--- src/rtl/mod_counter_chain.sv ---
// rtl/mod_counter_chain.sv - cascaded modulo-N up/down digit counter with sticky wrap flag
// Optional MOD_COUNTER_CHAIN_MATCH_EN adds match_val input and registered match output.
module mod_counter_chain #(
    parameter int DIGITS  = 4,
    parameter int MODULUS = 10,
    parameter int DIGIT_W = 4
) (
    input  logic                        clk,
    input  logic                        reset,
    input  logic                        en,
    input  logic                        up,
    input  logic                        load,
    input  logic [DIGITS*DIGIT_W-1:0]   load_val,
    input  logic                        clr_ovf,
`ifdef MOD_COUNTER_CHAIN_MATCH_EN
    input  logic [DIGITS*DIGIT_W-1:0]   match_val,
`endif
    output logic [DIGITS*DIGIT_W-1:0]   count,
    output logic                        carry_out,
    output logic                        ovf
`ifdef MOD_COUNTER_CHAIN_MATCH_EN
    ,
    output logic                        match
`endif
);

    localparam logic [DIGIT_W-1:0] TOP     = DIGIT_W'(MODULUS - 1);
    localparam logic [DIGIT_W:0]   MOD_EXT = (DIGIT_W + 1)'(MODULUS);

    logic [DIGITS-1:0]         term;
    logic [DIGITS-1:0]         step;
    logic [DIGITS*DIGIT_W-1:0] count_next;

    // step ripples up the chain only through digits sitting at their terminal value
    assign step[0] = en & ~load;

    genvar k;
    generate
        for (k = 0; k < DIGITS; k++) begin : g_digit
            logic [DIGIT_W-1:0] d;
            logic [DIGIT_W-1:0] ld;
            logic [DIGIT_W-1:0] ld_sat;
            logic [DIGIT_W-1:0] stepped;

            assign d       = count[k*DIGIT_W +: DIGIT_W];
            assign ld      = load_val[k*DIGIT_W +: DIGIT_W];
            assign term[k] = up ? (d == TOP) : (d == '0);
            assign ld_sat  = ({1'b0, ld} >= MOD_EXT) ? TOP : ld;
            assign stepped = up ? (term[k] ? '0 : d + 1'b1)
                                : (term[k] ? TOP : d - 1'b1);

            if (k > 0) begin : g_ripple
                assign step[k] = step[k-1] & term[k-1];
            end

            assign count_next[k*DIGIT_W +: DIGIT_W] =
                load ? ld_sat : (step[k] ? stepped : d);
        end
    endgenerate

    assign carry_out = step[DIGITS-1] & term[DIGITS-1];

    always_ff @(posedge clk or posedge reset) begin
        if (reset) begin
            count <= '0;
            ovf   <= 1'b0;
        end else begin
            count <= count_next;
            // a wrap in the same cycle as clr_ovf keeps the flag set
            if (carry_out)
                ovf <= 1'b1;
            else if (clr_ovf)
                ovf <= 1'b0;
        end
    end

`ifdef MOD_COUNTER_CHAIN_MATCH_EN
    always_ff @(posedge clk or posedge reset) begin
        if (reset)
            match <= 1'b0;
        else
            match <= (count == match_val);
    end
`endif

endmodule
--- config.mk ---
export PLATFORM = sky130hd
export DESIGN_NAME = mod_counter_chain
export DESIGN_NICKNAME = d
export VERILOG_FILES = /design/src/rtl/mod_counter_chain.sv
export SDC_FILE = /design/constraint.sdc
export NUM_CORES = 1
export LEC_CHECK = 0
export ABC_AREA = 0
export CORE_ASPECT_RATIO = 0.5
export CORE_MARGIN = 3
export CORE_UTILIZATION = 33
export DETAILED_ROUTE_END_ITERATION = 7
export GPL_TIMING_DRIVEN = 1
export RECOVER_POWER = 25
export SYNTH_ARGS = -nofsm -noshare
export SYNTH_HDL_FRONTEND = slang
export SYNTH_SLANG_ARGS = --single-unit
--- constraint.sdc ---
create_clock -name clk -period 5.2 [get_ports clk]
set_clock_uncertainty 0.1 [all_clocks]
set_input_delay 0.52 -clock clk [delete_from_list [all_inputs] [get_ports clk]]
set_output_delay 0.52 -clock clk [all_outputs]
set_load 0.02 [all_outputs]
# --- Yosys cells after proc, flatten, opt, wreduce, memory -nomap -nowiden ---
# Cells that the tools add are included.
word_totals:
  reg_bits: 17
  latchBits: 0
  ramBits: 0
  rom_bits: 0
  in_bits: 22
  out_inout_bits: 18
  word_cells: 66
  mem_count: 0
op_classes:
  add_sub_neg: 8
  n_mul: 0
  n_div: 0
  n_lt_le_gt_ge: 4
  eq_ne: 4
  shifts: 0
  muxes: 30
  bitwise: 6
  reduce_logical: 9
op_table:
  columns: ["op", "n"]
  rows:
  - ["4-bit two-way mux", 24]
  - ["4-bit by 1-bit adder with 4-bit output (second input constant)", 4]
  - ["4-bit equality test (second input constant)", 4]
  - ["4-bit greater-or-equal comparator (second input constant)", 4]
  - ["4-bit zero test", 4]
  - ["4-bit by 1-bit subtractor with 4-bit output (second input constant)", 4]
  - ["2-bit nonzero test", 5]
  - ["1-bit two-way mux", 6]
  - ["1-bit bitwise AND", 5]
  - ["1-bit NOT", 1]

# --- Depth between registers and ports, before layout ---
# Gate-level depths: netlist of the first run.
logic_depth:
  depth_word: 7
  ltp_mapped: 8
  ltp_nobuf: 7

# --- Least setup slack after synthesis of the first run ---
# OpenSTA, ideal clock, no wires.
synth_path:
  kind: "register to output"
  startpoint: "register count[0]"
  endpoint: "output port carry_out"
  arrival_ps: 2083
  required_time_ps: 4580
  slack_ps: 2497
  stages_incl_launch_ff: 7
  n_path_buf: 0
  cell_sequence: "dfrtp_1 > inv_1 > ha_1 > or3b_2 > a21oi_1 > nand2_1 > nor3_1"
synth_between:
  elab_chain_cells: 6
  elab_cells_between_ends: 7
  cone_classes: "1 x eq/ne; 1 x mux; 4 x bitwise; 1 x reduce/logical"
synth_lines:
  columns: ["item", "line", "source"]
  rows:
  - ["start: declaration", "18", "output logic [DIGITS*DIGIT_W-1:0] count,"]
  - ["start signal: assignment", "68", "count <= count_next;"]
  - ["4-bit equality test or 4-bit zero test (tied branches)", "47", "assign term[k] = up ? (d == TOP) : (d == '0);"]
  - ["1-bit two-way mux (*)", "47", null]
  - ["1-bit bitwise AND (*) (3 in a row)", "53", "assign step[k] = step[k-1] & term[k-1];"]
  - ["1-bit bitwise AND (*)", "61", "assign carry_out = step[DIGITS-1] & term[DIGITS-1];"]
  - ["end: declaration", "19", "output logic carry_out,"]
# Every way passes the cells marked *; elsewhere a longest branch is shown, timed or not.

# --- Final worst setup path of the first run ---
layout_path:
  startpoint: "input port up"
  endpoint: "output port carry_out"
layout_between:
  elab_chain_cells: 5
  elab_cells_between_ends: 8
  cone_classes: "4 x mux; 4 x bitwise"
layout_lines:
  columns: ["item", "line", "source"]
  rows:
  - ["start: declaration", "11", "input logic up,"]
  - ["1-bit two-way mux", "47", null]
  - ["1-bit bitwise AND (3 in a row)", "53", null]
  - ["1-bit bitwise AND (*)", "61", null]
# Marks and branches as above.

==> results of run 1 <==
==> final cells by class <==
type	instances	area [um^2]
Clock buffer	4	45.0
Fill cell	459	2460
Inverter	18	67.6
Multi-Input combinational cell	167	1080
Sequential cell	17	425
Tap cell	66	82.6
Timing Repair Buffer	41	405
==> through the flow <==
stage / power [mW] / area [um^2] / setup slack (ps) / hold slack [ps] / cells
after floorplan: 0.282 / 1640 / 2500 / 346 / 214
after global placement: 0.347 / 2060 / 1390 / 377 / 309
after detailed placement: 0.350 / 2060 / 1380 / 388 / 309
after CTS: 0.459 / 2110 / 1360 / 406 / 313
after global routing: 0.485 / 2110 / 1190 / 460 / 313
final: 0.454 / 2110 / 1360 / 397 / 313
==> per-layer routing <==
metal / share of wire (%) / global-route usage (%)
met1: 50 / 20.9
met2: 46 / 24.5
met3: 4.5 / 3.01
met4: 0.45 / 3.32
met5: 0 / 0
==> worst max path at each step <==
| stage | cells after the start | slack, ps | to |
|---|---|---|---|
| floorplan | 6 | 2500 | carry_out |
| global placement | 7 | 1390 | carry_out |
| detailed placement | 7 | 1380 | carry_out |
| CTS | 7 | 1360 | carry_out |
| global route | 7 | 1190 | carry_out |
| finish | 7 | 1360 | carry_out |
==> cells in the mapped netlist (2+ instances only) <==
cell	n	area (um^2)
o22ai_1	5	31.3
nor3_1	6	30.0
mux2i_1	2	20.0
a21boi_0	2	15.0
nand3b_1	4	30.0
a31oi_1	7	43.8
buf_2	2	10.0
o31ai_1	3	22.5
nand4_1	2	12.5
clkbuf_1	6	22.5
and3_1	3	18.8
nor2_1	11	41.3
o21a_1	2	15.0
o21bai_1	2	15.0
nand2b_1	7	43.8
nand3_1	11	55.1
buf_1	2	7.51
ha_1	12	150
a41oi_1	2	17.5
nor2b_1	2	12.5
nor3b_1	4	30.0
nand2_1	14	52.6
a21oi_1	16	80.1
a211oi_1	3	22.5
dfrtp_1	17	425
inv_1	18	67.6
o21ai_0	24	120
xnor2_1	4	35.0
==> flip-flops by register name, indices dropped and copies added, names as in the netlist <==
name and cells:
count 16, ovf 1
==> cell families (layout without fill, tap and decap cells) <==
kind of cell | after synthesis | in the layout
buffers and inverters | 30 | 63
flip-flops | 17 | 17
AO/OA/AOI/OAI | 78 | 78
multiplexers | 3 | 3
adder cells (fa/ha/maj) | 12 | 12
XOR/XNOR | 4 | 4
AND/OR/NAND/NOR | 70 | 70
==> power groups by stage <==
stage | Sequential, mW | Combinational (mW) | Clock, mW
2_1_floorplan | 0.179 | 0.103 | 0
3_3_place_gp | 0.174 | 0.173 | 0
3_5_place_dp | 0.175 | 0.175 | 0
4_1_cts | 0.172 | 0.176 | 0.110
5_1_grt | 0.177 | 0.196 | 0.112
6_report | 0.173 | 0.176 | 0.105
==> critical path, cell delays in order <==
cell,delay [ps]
clkdlybuf4s50_1,700
buf_4,350
or3b_2,480
a21oi_1,270
nand2_1,80
nor3_1,170
clkdlybuf4s50_1,640
==> summary.md, run 1 <==
| Metric | Value |
|---|---|
| CTS Root Cell | clkbuf_8 |
| Worst-path clk slew | 80 ps |
| Slew Limit Fails | 0 |
| XOR/XNOR Fraction of Synth Area | 2.14% |
| DR vias | 1673 |
| Final ANT Viol Nets | 0 |
| IO buf count | 39 |
| Max Fclk | 260 MHz |
| Final Hold Fails | 0 |
| Synth Area in Compound Gates | 29.7% |
| Final Cycle Share | 73.8% |
| Clock buffer count from CTS | 3 |
| Predominant post-synthesis flop cell | dfrtp_1 |
| CP Capture Type | primary output |
| Vias in the first global route | 1574 |
| Req. time, crit path | 4580 ps |
| Post-CTS Hold Buffers | 0 |
| Antenna violations before repair | 0 |
| Comb power frac | 38.8% |
| Layout area overhead | 29.0% |
| Pleak | 0.827 nW |
| Kind of critical path | in -> out |
| Longest Clk Path Bufs | 2 |
| CP max FO | 21 |
| Drt initial violations | 59 |
| Mapped cell area | 1640 um^2 |
| Wirelength per Cell | 14.1 um |
| Syn Inst Count | 214 |
| Unrepaired setup endpoints after global routing | false |
| Core Footprint | 4570 um^2 |
| Mux share of post-synthesis cell area | 1.91% |
| GR Overflow Total | 0 |
| Worst hold path startpoint | ovf$_DFFE_PP0P_ |
| Vias per inst | 5.35 |
| # Post-CTS Setup Buffers | 0 |
| Avg Cell Area, Syn | 7.64 um^2 |
| CTS H-tree depth | 1 |
| First-pass GRT wire length | 7450 um |
| Net Sw Frac | 37.5% |
| Most frequent cells in the layout | 38 x clkdlybuf4s50_1, 24 x o21ai_0, 18 x inv_1, 17 x dfrtp_1, 16 x a21oi_1 |
| Switching power total | 0.170 mW |
| P per Cell Area | 215 nW/um^2 |
| Gp weighted congestion | 0.830 |
| Antenna cells | 0 |
| Sequential area share after synthesis | 26.0% |
| Post-synth ARST share | 100% |
| Top Ports | 40 |
| Largest family of logic cells by synthesized area | compound AO/OA/AOI/OAI gates |
| Status | finished clean |
| Die area | 5890 um^2 |
| DRT Pass-1 Iters | 4 |
| Cell-internal power | 0.284 mW |
| Starting Density | 35.8% |
| Most common cell after layout, fill and taps aside | clkdlybuf4s50_1 |
| Largest net degree at the start of global routing | 37 |
| Worst EP arrival | 3220 ps |
| Total wire length | 4400 um |
| Nets@finish | 282 |
| R2r setup slk | 2530 ps |
| Share of cells above drive strength 1 | 4.45% |
| Slew HR | 53.7% |
| Final setup fails | 0 |
| Overall routing resource usage | 15.1% |
| Latest clock arrival within the worst-skew pair | 250 ps |
| Max-cap viol count | 0 |
| Clock power share | 23.2% |
| Worst VDD drop | 0.0000853 V |
| Post-layout min period | 3840 ps |
| Worst Hold Path Cells | 2 |
| Element type at the critical path start | input port |
| Worst R2R Start | count[0]$_DFFE_PP0P_ |
| Site Rows | 17 |
| Worst hold path type | reg -> reg |
| Adder-cell share of the synthesized area | 9.18% |
| EDFF count, synth | 0 |
| Num Clock Sinks | 17 |
| Simple-Gate Fraction of Synth Area | 23.3% |
| Seq cells post-synth | 17 |
| Synth Warn # | 0 |
| R2r endpoint | count[15]$_DFFE_PP0P_ |
| DRC Markers | 0 |
| Setup TNS | 0 ps |
| Netlist cell types | 49 |
| Post-Syn Nets | 248 |
| Hpwl dp | 3230 um |
| Worst r2r path cells | 7 |
| Power share of the sequential group | 38.1% |
| Hold EP | ovf$_DFFE_PP0P_ |
| Chip Height | 55.8 um |
| Critical Path Source | up |
| Post-CTS sizing | 0 |
| TritonCTS clock tree | yes |
| Die width | 106 um |
| Worst-Margin Slew | 694 ps |
| Final core utilization | 46.1% |
(Power assumes the default switching activity.)
==> run 2: changes to the inputs <==
Clock period 5.2 ns to 3.1 ns, I/O delays scaled along.
==> run 2 against run 1 <==
Effect of this change: clock power is 68% higher; flip-flop and latch count unchanged; hold slack worse by 4.4 ps; core utilization rose by 1.2 points; via count increased by 1.9%; die area unchanged; highest routed layer unchanged; register-to-register slack worse by 1900 ps; worst setup slack lost 910 ps; non-clock buffer count grew 7; wire length down 0.11%; first-iteration DRC count is 15% lower; critical path type is now reg -> out.
==> summary.md, run 2 (synthesis results as in run 1) <==
| Metric | Value |
|---|---|
| Cell-internal power | 0.483 mW |
| Most frequent cells in the layout | 37 x clkdlybuf4s50_1, 24 x o21ai_0, 18 x inv_1, 17 x dfrtp_1, 16 x a21oi_1 |
| Slew HR | 51.8% |
| Comb power frac | 40.4% |
| Worst-Margin Slew | 722 ps |
| Net Sw Frac | 37.1% |
| Largest net degree at the start of global routing | 36 |
| Final Non-Filler Cells | 320 |
| Final ANT Viol Nets | 0 |
| Register area | 425 um^2 |
| Worst hold path type | reg -> reg |
| Dpl cells | 316 |
| R2r setup slk | 580 ps |
| Share of cells above drive strength 1 | 7.09% |
| Area of the multi-input gates | 1080 um^2 |
| Pleak | 0.880 nW |
| Critical Path Source | count[1]$_DFFE_PP0P_ |
| CP cell instances | inv_1 -> ha_1 -> or3b_2 -> a21oi_1 -> nand2_1 -> nor3_1 -> dlymetal6s2s_1 |
| Slew Limit Fails | 0 |
| Post-Place Worst Slack | 275 ps |
| Power share of the sequential group | 36.7% |
| CTS H-tree depth | 1 |
| Site Rows | 17 |
| First-pass GRT wire length | 7530 um |
| Wirelength per Cell | 13.7 um |
| Kind of critical path | reg -> out |
| Vias per inst | 5.33 |
| Max incr delay on CP | 500 ps |
| Placed instance area | 2120 um^2 |
| CP max FO | 7 |
| Setup TNS | 0 ps |
| Post-layout min period | 2650 ps |
| Core Footprint | 4570 um^2 |
| Die area | 5890 um^2 |
| CTS Root Cell | clkbuf_8 |
| Status | finished clean |
| Final Hold Fails | 0 |
| Gp weighted congestion | 0.935 |
| DR vias | 1704 |
| Fillers | 464 |
| Max reg flops | 16 |
| R2r endpoint | count[12]$_DFFE_PP0P_ |
| Switching power total | 0.285 mW |
| Final worst-path setup slack | 449 ps |
| Final setup fails | 0 |
| Chip Height | 55.8 um |
| Req. time, crit path | 2690 ps |
| Worst-path clk slew | 70 ps |
| Finished Cell Area | 2160 um^2 |
| Nets@finish | 289 |
| IO buf count | 39 |
| Element type at the critical path start | flop |
| P per Cell Area | 355 nW/um^2 |
| Max-cap viol count | 0 |
| Antenna cells | 0 |
| Top Ports | 40 |
| Layout area overhead | 32.4% |
| Crit-path slowest cell | or3b_2 |
| Latest clock arrival within the worst-skew pair | 260 ps |
| Starting Density | 35.8% |
| Worst VDD drop | 0.000153 V |
| Unrepaired setup endpoints after global routing | false |
| Worst r2r path cells | 7 |
| Vias in the first global route | 1596 |
| Worst R2R Start | count[1]$_DFFE_PP0P_ |
| Num Clock Sinks | 17 |
| Clock power share | 22.9% |
| Top reg by flops | count |
| Antenna violations before repair | 0 |
| Die width | 106 um |
| Max Fclk | 377 MHz |
| CP Capture Type | primary output |
| DRC Markers | 0 |
| GR Overflow Total | 0 |
| Longest Clk Path Bufs | 2 |
| Worst EP arrival | 2240 ps |
| Total wire length | 4400 um |
| TritonCTS clock tree | yes |
| Final hold slack | 392 ps |
| Final Cycle Share | 85.5% |
| Clock buffer count from CTS | 3 |
| Worst Hold Path Cells | 2 |
| # Post-CTS Setup Buffers | 0 |
| Top flop regs | count (16), ovf (1) |
| Overall routing resource usage | 15.2% |
| Drt initial violations | 50 |
| Hpwl dp | 3260 um |
| Worst setup path end | carry_out |
| Most common cell after layout, fill and taps aside | clkdlybuf4s50_1 |
| DRT Pass-1 Iters | 4 |
[run 2: final cells by class]
cell class	count	area share, %
tap	66	3.82
multi-input combinational	167	50.1
sequential	17	19.7
timing repair buffer	48	21.3
clock buffer	4	2.08
inverter	18	3.12
[run 2: worst min path at each step]
stage | from | endpoint
global placement | ovf$_DFFE_PP0P_ | ovf$_DFFE_PP0P_
global route | ovf$_DFFE_PP0P_ | ovf$_DFFE_PP0P_
floorplan | reset | count[0]$_DFFE_PP0P_
finish | ovf$_DFFE_PP0P_ | ovf$_DFFE_PP0P_
CTS | reset | count[6]$_DFFE_PP0P_
detailed placement | ovf$_DFFE_PP0P_ | ovf$_DFFE_PP0P_
[run 2: critical path, delay by kind of cell, from the launching register on]
family / cells / cell delay [ps]
adders and majority gates: 1 / 250
buffers and inverters: 2 / 360
DFF: 1 / 440
AOI/OAI and AO/OA: 1 / 210
and+or+nand+nor: 3 / 730
[run 2: metal layers]
metal | wire length [um] | vias up | share of wire, % | GRT usage [%]
met3 | 165 | 2 | 3.8 | 2.90
met1 | 2270 | 803 | 52 | 22.3
met2 | 1930 | 37 | 44 | 23.6
met4 | 25 | 0 | 0.57 | 2.21
li1 | - | 862 | - | -
met5 | 0 | - | 0 | 0
[run 2: stage by stage]
step	total power [mW]	util [%]
2_1_floorplan	0.473	-
3_3_place_gp	0.594	46.3
3_5_place_dp	0.595	46.3
4_1_cts	0.780	47.3
5_1_grt	0.829	47.3
6_report	0.769	47.3
[run 2: what timing repair did]
item | in CTS | in global routing
gates resized for setup | 0 | 1
endpoints found under the setup margin | 0 | 1
hold buffers | 0 | 0
hold endpoints to repair | 0 | 0
[run 2: power by group through the flow]
stage	Clock [mW]	Sequential [mW]	Combinational, mW
after floorplan	0	0.301	0.172
after CTS	0.187	0.282	0.310
after global placement	0	0.286	0.308
final	0.176	0.282	0.310
after global routing	0.194	0.289	0.346
after detailed placement	0	0.286	0.308
==> run 3: changes to the inputs <==
Settings changed: CTS_BUF_LIST set to sky130_fd_sc_hd__clkbuf_16, REMOVE_ABC_BUFFERS set to 1.
==> run 3 against run 2 <==
Effect of this change: design area rose by 0.64%; global-route usage fell by 0.62 points; worst setup slack got worse by 170 ps; largest power group unchanged; register-to-register slack barely moved; first-iteration DRC count rose by 52%; sequential power rose by 2%; critical path type unchanged; via count fell by 2.8%.
==> summary.md, run 3 (synthesis results as in run 1) <==
| Metric | Value |
|---|---|
| Req. time, crit path | 2690 ps |
| TritonCTS clock tree | yes |
| Kind of critical path | reg -> out |
| Final Hold Fails | 0 |
| Max Fclk | 354 MHz |
| Final ANT Viol Nets | 0 |
| Net Sw Frac | 34.1% |
| Hpwl dp | 3260 um |
| Nets@finish | 286 |
| Share of cells above drive strength 1 | 6.37% |
| Slew Limit Fails | 0 |
| Unrepaired setup endpoints after global routing | false |
| CTS H-tree depth | 1 |
| Total power | 0.850 mW |
| GR Overflow Total | 0 |
| Final Cycle Share | 91.0% |
| Die width | 106 um |
| Site Rows | 17 |
| Worst-path clk slew | 60 ps |
| Starting Density | 35.8% |
| DR vias | 1657 |
| IO buf count | 39 |
| Element type at the critical path start | flop |
| Worst hold path type | reg -> reg |
| Layout area overhead | 33.2% |
| Top Ports | 40 |
| Worst-Margin Slew | 745 ps |
| Overall routing resource usage | 14.6% |
| Max reg flops | 16 |
| Most frequent cells in the layout | 37 x clkdlybuf4s50_1, 24 x o21ai_0, 19 x inv_1, 17 x dfrtp_1, 16 x a21oi_1 |
| Vias in the first global route | 1487 |
| Worst VDD drop | 0.000164 V |
| Num Clock Sinks | 17 |
| CP Capture Type | primary output |
| DRC Markers | 0 |
| Largest net degree at the start of global routing | 36 |
| Antenna cells | 0 |
| Slew HR | 50.3% |
| R2r setup slk | 580 ps |
| Clock buffer count from CTS | 3 |
| CP max FO | 7 |
| Core Footprint | 4570 um^2 |
| Worst Hold Path Cells | 2 |
| Vias per inst | 5.23 |
| Wirelength per Cell | 13.4 um |
| Comb power frac | 35.3% |
| Chip Height | 55.8 um |
| Clock power share | 30.9% |
| Worst R2R Start | count[1]$_DFFE_PP0P_ |
| # Post-CTS Setup Buffers | 0 |
| Setup TNS | 0 ps |
| Post-CTS Hold Buffers | 0 |
| Final setup fails | 0 |
| First-pass GRT wire length | 7220 um |
| Worst r2r path cells | 7 |
| DRT Pass-1 Iters | 4 |
| Top flop regs | count (16), ovf (1) |
| R2r endpoint | count[15]$_DFFE_PP0P_ |
| Gp weighted congestion | 0.860 |
| CTS Root Cell | clkbuf_16 |
| Hold EP | ovf$_DFFE_PP0P_ |
| Post-CTS sizing | 1 |
| Drt initial violations | 76 |
| Status | finished clean |
| Post-layout min period | 2820 ps |
| Total wire length | 4250 um |
| Die area | 5890 um^2 |
| Power share of the sequential group | 33.7% |
| Worst EP arrival | 2410 ps |
| Latest clock arrival within the worst-skew pair | 250 ps |
| Antenna violations before repair | 0 |
| P per Cell Area | 390 nW/um^2 |
| Max-cap viol count | 0 |
| Most common cell after layout, fill and taps aside | clkdlybuf4s50_1 |
| Top reg by flops | count |
| Worst hold path startpoint | ovf$_DFFE_PP0P_ |
| Longest Clk Path Bufs | 2 |
| Switching power total | 0.290 mW |
| Cell-internal power | 0.560 mW |
| Pleak | 0.871 nW |
==> run 3: cell count changes in the layout (fill, tap and decap cells not counted), sizes merged <==
| cell | before | now |
|---|---|---|
| dlygate4sd2 | 0 | 1 |
| buf | 9 | 6 |
| dlymetal6s2s | 1 | 0 |
| inv | 18 | 19 |
| clkbuf | 4 | 3 |
==> run 3: worst max-delay path, cell delays in order (launching register included) <==
cell,delay (ps)
dfrtp_1,440
inv_1,100
ha_1,250
or3b_2,500
a21oi_1,270
nand2_1,80
nor3_1,160
dlygate4sd2_1,360
==> run 3: worst max path at each step <==
stage | startpoint | to | slack (ps)
final | count[1]$_DFFE_PP0P_ | carry_out | 280
after global routing | count[1]$_DFFE_PP0P_ | carry_out | 70
after global placement | up | carry_out | 170
after floorplan | count[0]$_DFFE_PP0P_ | count[15]$_DFFE_PP0P_ | 600
after detailed placement | up | carry_out | 150
after CTS | count[1]$_DFFE_PP0P_ | carry_out | 280
==> run 3: stage by stage <==
stage,hold slack (ps),util (%),std cells,setup WS (ps),area [um^2]
2_1_floorplan,136,-,202,604,1580
3_3_place_gp,381,45.8,313,168,2090
3_5_place_dp,387,45.8,313,154,2090
4_1_cts,402,47.5,317,277,2170
5_1_grt,445,47.6,317,72.8,2180
6_report,395,47.6,317,278,2180
==> run 3: per-layer routing <==
metal | GRT usage (%) | vias up | part of all wire, %
met3 | 2.09 | 2 | 3.3
met5 | 0 | - | 0
met1 | 21.9 | 759 | 52
met2 | 22.1 | 37 | 44
li1 | - | 859 | -
met4 | 2.77 | 0 | 0.33
==> run 3: cell type report <==
cell class                      instances  area, um^2
Fill cell                             447        2390
Multi-Input combinational cell        167        1090
Tap cell                               66        82.6
Inverter                               18        67.6
Clock buffer                            3        75.1
Sequential cell                        17         425
Clock inverter                          1        3.75
Timing Repair Buffer                   45         434
==> run 3: power groups by stage <==
| stage | clock network [mW] | registers [mW] | logic (mW) |
|---|---|---|---|
| floorplan | 0 | 0.308 | 0.150 |
| global placement | 0 | 0.290 | 0.297 |
| detailed placement | 0 | 0.290 | 0.300 |
| CTS | 0.274 | 0.286 | 0.301 |
| global route | 0.288 | 0.292 | 0.334 |
| finish | 0.263 | 0.287 | 0.300 |
